**src/rtl/simple_reset_sequencer.sv**
```systemverilog
// ----------------------------------------------------------------------------
// simple_reset_sequencer
//
// Releases the four sbus clock-group member resets one at a time, in order
// 0..3, with STAGGER_CYCLES clock cycles between successive releases. The
// sequence starts after the asynchronous system reset has been deasserted
// and its release has been synchronized. Software can re-run the whole
// sequence from DONE.
//
// Parameters
//   SYNC_STAGES     depth of the reset-deassertion synchronizer (2..4)
//   STAGGER_CYCLES  cycles between member releases (1..255)
//
// Ports
//   clock                               single clock for all logic
//   reset                               asynchronous reset, active low
//   sw_reset_req                        request to re-run the sequence;
//                                       honoured only in DONE
//   out_member_subsystem_sbus_N_reset   active-high member resets, N = 0..3
//   seq_done                            all four member resets released
//   seq_state                           FSM state (HOLD=0, STAGGER=1,
//                                       DONE=2, REASSERT=3)
//
// Handshake: sw_reset_req is a level sampled on the rising clock edge. It is
// acted on only when sampled high while in DONE; in any other state it is
// dropped, never queued. There is no acknowledge beyond seq_state/seq_done.
// ----------------------------------------------------------------------------
module simple_reset_sequencer #(
    parameter int SYNC_STAGES    = 2,
    parameter int STAGGER_CYCLES = 16
) (
    input  logic       clock,
    input  logic       reset,
    input  logic       sw_reset_req,
    output logic       out_member_subsystem_sbus_0_reset,
    output logic       out_member_subsystem_sbus_1_reset,
    output logic       out_member_subsystem_sbus_2_reset,
    output logic       out_member_subsystem_sbus_3_reset,
    output logic       seq_done,
    output logic [1:0] seq_state
);

    localparam logic [1:0] ST_HOLD     = 2'd0;
    localparam logic [1:0] ST_STAGGER  = 2'd1;
    localparam logic [1:0] ST_DONE     = 2'd2;
    localparam logic [1:0] ST_REASSERT = 2'd3;

    // Terminal count; STAGGER_CYCLES <= 255 so this never needs a 9th bit.
    localparam logic [7:0] CNT_LAST = 8'(STAGGER_CYCLES - 1);

    // ------------------------------------------------------------------
    // Reset-deassertion synchronizer: clears asynchronously, shifts in 1.
    // ------------------------------------------------------------------
    logic [SYNC_STAGES-1:0] sync_chain;
    logic                   rst_sync;

    always_ff @(posedge clock or negedge reset) begin
        if (!reset) begin
            sync_chain <= '0;
        end else begin
            sync_chain <= {sync_chain[SYNC_STAGES-2:0], 1'b1};
        end
    end

    assign rst_sync = sync_chain[SYNC_STAGES-1];

    // ------------------------------------------------------------------
    // Sequencer state
    // ------------------------------------------------------------------
    logic [1:0] state,      state_nxt;
    logic [7:0] count,      count_nxt;
    logic [1:0] member_idx, member_idx_nxt;
    logic [3:0] member_rst, member_rst_nxt;
    logic       done_q,     done_nxt;
    logic       count_last;

    assign count_last = (count == CNT_LAST);

    always_comb begin
        state_nxt      = state;
        count_nxt      = count;
        member_idx_nxt = member_idx;
        member_rst_nxt = member_rst;
        done_nxt       = done_q;

        case (state)
            ST_HOLD: begin
                member_rst_nxt = 4'hF;
                done_nxt       = 1'b0;
                member_idx_nxt = 2'd0;
                count_nxt      = 8'd0;
                if (rst_sync) begin
                    state_nxt = ST_STAGGER;
                    // The edge that leaves HOLD is the first cycle of the
                    // member-0 stagger interval. With STAGGER_CYCLES=1 that
                    // interval is already complete, so member 0 is released
                    // here and the remaining members follow on consecutive
                    // edges with no idle cycle.
                    if (count_last) begin
                        member_rst_nxt[0] = 1'b0;
                        member_idx_nxt    = 2'd1;
                    end else begin
                        count_nxt = 8'd1;
                    end
                end
            end

            ST_STAGGER: begin
                if (count_last) begin
                    count_nxt                  = 8'd0;
                    // Released members keep their 0 because member_rst_nxt
                    // defaults to the current register value.
                    member_rst_nxt[member_idx] = 1'b0;
                    member_idx_nxt             = member_idx + 2'd1;
                    if (member_idx == 2'd3) begin
                        state_nxt = ST_DONE;
                        done_nxt  = 1'b1;
                    end
                end else begin
                    count_nxt = count + 8'd1;
                end
            end

            ST_DONE: begin
                if (sw_reset_req) begin
                    member_rst_nxt = 4'hF;
                    done_nxt       = 1'b0;
                    member_idx_nxt = 2'd0;
                    count_nxt      = 8'd0;
                    state_nxt      = ST_REASSERT;
                end
            end

            ST_REASSERT: begin
                // Hold every member in reset for a full stagger interval,
                // then start a fresh stagger from member 0.
                if (count_last) begin
                    count_nxt = 8'd0;
                    state_nxt = ST_STAGGER;
                end else begin
                    count_nxt = count + 8'd1;
                end
            end

            default: begin
                state_nxt = ST_HOLD;
            end
        endcase
    end

    always_ff @(posedge clock or negedge reset) begin
        if (!reset) begin
            state      <= ST_HOLD;
            count      <= 8'd0;
            member_idx <= 2'd0;
            member_rst <= 4'hF;
            done_q     <= 1'b0;
        end else begin
            state      <= state_nxt;
            count      <= count_nxt;
            member_idx <= member_idx_nxt;
            member_rst <= member_rst_nxt;
            done_q     <= done_nxt;
        end
    end

    // Every output comes straight from a flop.
    assign out_member_subsystem_sbus_0_reset = member_rst[0];
    assign out_member_subsystem_sbus_1_reset = member_rst[1];
    assign out_member_subsystem_sbus_2_reset = member_rst[2];
    assign out_member_subsystem_sbus_3_reset = member_rst[3];
    assign seq_done                          = done_q;
    assign seq_state                         = state;

endmodule
```
**config.mk**
```make
export PLATFORM = sky130hd
export DESIGN_NAME = simple_reset_sequencer
export DESIGN_NICKNAME = d
export VERILOG_FILES = /design/src/rtl/simple_reset_sequencer.sv
export SDC_FILE = /design/constraint.sdc
export NUM_CORES = 1
export LEC_CHECK = 0
export ABC_AREA = 1
export CAP_MARGIN = 40
export CORE_ASPECT_RATIO = 0.8
export CORE_MARGIN = 1
export CORE_UTILIZATION = 40
export DETAILED_ROUTE_END_ITERATION = 8
export PLACE_DENSITY_LB_ADDON = 0.05
export SLEW_MARGIN = 20
export SYNTH_ARGS = -nofsm -noshare
export SYNTH_HDL_FRONTEND = slang
export SYNTH_SLANG_ARGS = --single-unit
```
**constraint.sdc**
```tcl
create_clock -name clock -period 1.35 [get_ports clock]
set_input_delay 0.2025 -clock clock [delete_from_list [all_inputs] [get_ports clock]]
set_output_delay 0.2025 -clock clock [all_outputs]
set_load 0.05 [all_outputs]
```
==> results.yml, run 1 <==
run_status:
  status: "finished with violations"
  violations: "setup timing"
clocking:
  clkLatencyLatePin_ns: 0.27
  cts-root-buf: "clkbuf_8"
  tritoncts: "done"
  cts-hold-fix-buffers: 0
  clock_slew_at_reported_path_ffs_ns: 0.08
  cts.sink_count: 19
  cts_inserted_buffers: 3
  clockBufferDepth: 2
  h-tree-depth: 1
finish:
  count_of_placed_standard_cells_in_the_final_layout_fillers_left_out: 216
  antenna_cells: 0
  finish.instance_area_sq_mm: 0.00178
  synthToLayoutAreaGrowth_pct: 51.0
  post_route_cells_drive_above_1_share: 0.461
  nets_final: 193
  filler_cell_count: 228
power:
  leak_pwr_nw: 0.814
  irDropWorstVdd_v: 0.00180
  power_per_standard_cell_area_mw_per_mm2: 2440
  post-layout-total-power_w: 0.00435
critical_path:
  cpLargestDelayFamily: "flip-flops"
  crit_path_cell_trace: "inv_2, ha_4, inv_4, nor2_4, buf_12, nor2_4, nand2_4, clkinv_4, nand2_2, nand2_1"
  setup.worst_path.start_class: "register"
  worstSetupPathType: "reg2reg"
  critical_path.max_fanout: 8
  crit_slowest_cell: "dfrtp_2"
  required_ns: 1.52
  most_used_cell_along_the_critical_path: "nor2_4"
  setup.worst_path.end_class: "register"
  buffer_and_inverter_count_on_the_worst_path: 4
  critPathArrivalTime_ns: 1.58
  cpPeakStageDelay_ns: 0.44
sta:
  grt_setup_unrepaired: "true"
  final.hold.worst_slack_ns: 0.273
  layout_min_cycle_time_ns: 1.42
  drv_slew: 0
  final.setup_skew_ns: 0.00718
  final_min_period_over_clock_period: 1.05
  timing.final.ws_setup_ns: -0.0665
  setup_viol: 12
  highest_clock_frequency_the_design_can_meet_ghz: 0.706
  final_hold_viol_count: 0
routing:
  route.detailed.wl_per_inst_um: 12.4
  num_vias: 1037
  dr.pass1.iters: 4
  detail_route.iter0.violations: 27
  final_antenna_net_count: 0
  wl_met3_um: 86
  drc_errors: 0
  met2RoutedLength_um: 1300
  drt-vias-per-instance: 4.80
  route.final.wire_length_um: 2680
  route.layer.met1.wl_um: 1260
  routed.top_layer: "met4"
floorplan:
  core_area_sq_mm: 0.00279
  die_width_um: 62.7
  design.die.area_sq_mm: 0.00317
  die_y_um: 50.6
  fp-row-count: 17
  io-pin-count: 10
  floorplan.initialDensity: 0.423
global_route:
  grt_first_pass_wirelength_um: 4440
  first_global_vias: 969
  grt_antenna_before_repair: 0
  groute.usage.overall: 0.187
  globalRouteOverflowTotal: 0
  pin_count_of_the_biggest_net_entering_global_routing: 20
synthesis:
  postSynthRegisterBits: 19
  synth_cell_types: 28
  synth_top_area_frac: 0.318
  yosysSeqAreaShare: 0.408
  syn-instance-count: 146
  synth.area.top_cells: "dfrtp_1 (32%), nand2_1 (12%), ha_1 (12%)"
  synth_largest_area_cell: "dfrtp_1"
  yosys_warnings: 0
  synth_nets: 160
  postSynthAreaPerCell_sq_um: 8.07
  syn_area_sq_mm: 0.00118
placement:
  port-buffer-count: 9
  detailed_place_hpwl_um: 1870
  postPlaceCellArea_sq_mm: 0.00152
  gpl.final_weighted_congestion: 0.796
  dp_cells: 204
hold_path:
  hold_path_class: "in2async"
run:
  cap_viol_max_count: 0
## report_power, final
group | switching, W | leakage, nW | total, W | internal (W)
Clock | 0.000207 | 0.0217 | 0.000415 | 0.000209
Combinational | 0.00154 | 0.554 | 0.00296 | 0.00141
Sequential | 0.000194 | 0.239 | 0.000974 | 0.000781
Total | 0.00194 | 0.814 | 0.00435 | 0.00240
## Yosys cell counts (all sizes together)
cell,number
xnor2,1
o21bai,1
nand3,14
o21ai,4
inv,17
clkbuf,1
nand4,4
nand3b,4
ha,11
clkinv,1
o22ai,1
buf,1
nor2,19
a21oi,2
or2,1
dfstp,4
xor2,1
conb,1
dfrtp,15
nand2,43
## through the flow
step	setup TNS [ns]	utilization	setup slack [ns]
global route	-1.40	0.639	-0.135
CTS	-0.217	0.600	-0.0413
global placement	-0.489	0.546	-0.0614
detailed placement	-0.745	0.546	-0.111
floorplan	-2.26	-	-0.188
finish	-0.356	0.639	-0.0665
## flip-flops by register name (all words and copies together), names as in the netlist
signal	flops
count	8
sync_chain	2
seq_state	2
seq_done	1
member_idx	2
member_rst	4
## cells in the final DEF, fill, tap and decap left out, drive strengths merged
| master | synthesis | layout |
|---|---|---|
| clkinv | 1 | 1 |
| or2 | 1 | 1 |
| a21oi | 2 | 2 |
| inv | 17 | 17 |
| o21bai | 1 | 1 |
| nand2 | 43 | 43 |
| nand3 | 14 | 14 |
| clkdlybuf4s50 | 0 | 2 |
| nand4 | 4 | 4 |
| clkbuf | 1 | 3 |
| conb | 1 | 1 |
| dfrtp | 15 | 15 |
| nor2 | 19 | 19 |
| dfstp | 4 | 4 |
| nand3b | 4 | 4 |
| o22ai | 1 | 1 |
| ha | 11 | 11 |
| clkinvlp | 0 | 1 |
| xnor2 | 1 | 1 |
| xor2 | 1 | 1 |
| buf | 1 | 28 |
| o21ai | 4 | 4 |
## worst paths after layout
| kind | startpoint | slack, ns | to | cells after the start |
|---|---|---|---|---|
| setup reg to reg | seq_state[0] | -0.07 | member_idx[0] | 10 |
| hold reg to reg | sync_chain[0] | 0.35 | sync_chain[1] | 0 |
| hold / removal | reset | 0.27 | member_idx[0] | 2 |
| setup / recovery | seq_state[0] | -0.07 | member_idx[0] | 10 |
| min in group clock | sync_chain[0] | 0.35 | sync_chain[1] | 0 |
| max in group asynchronous | reset | 0.81 | member_rst[0] | 2 |
## cell type report
type / count / area [sq um] / area share
Timing Repair Buffer: 30 / 347 / 0.195
Sequential cell: 19 / 483 / 0.271
Tap cell: 38 / 47.5 / 0.0267
Multi-Input combinational cell: 107 / 773 / 0.435
Clock inverter: 1 / 7.51 / 0.00422
Inverter: 18 / 80.1 / 0.0450
Clock buffer: 3 / 41.3 / 0.0232
## timing repair
item,in CTS,in global routing
gates resized for setup,14,20
setup endpoints to repair,13,17
pin swaps,10,12
endpoints found under the hold margin,0,0
buffers inserted,5,3
## kinds of logic (layout without fill, tap and decap cells)
kind of cell / Yosys count / after routing / share of synthesized area
compound gates: 8 / 8 / 0.0403
xor+xnor: 2 / 2 / 0.0149
fa+ha+maj: 11 / 11 / 0.117
buf+inv: 20 / 52 / 0.0679
flops: 19 / 19 / 0.408
other cells: 1 / 1 / 0.00318
simple gates: 85 / 85 / 0.349
## routing by layer
| metal | vias to the layer above | track usage |
|---|---|---|
| li1 | 523 | - |
| met5 | - | 0 |
| met4 | 0 | 0.0698 |
| met1 | 494 | 0.230 |
| met3 | 4 | 0.0591 |
| met2 | 16 | 0.308 |
(Power assumes the default switching activity.)
==> run 2, diff against run 1 <==
Settings changed: CORE_MARGIN 1 to not set.
==> results of run 2 <==
Same layout as run 1: the final DEF is identical, and so are final timing and power.
==> run 3, diff against run 2 <==
Settings changed: CAP_MARGIN 40 to not set.
==> results of run 3 <==
Same layout as run 1: the final DEF is identical, and so are final timing and power.
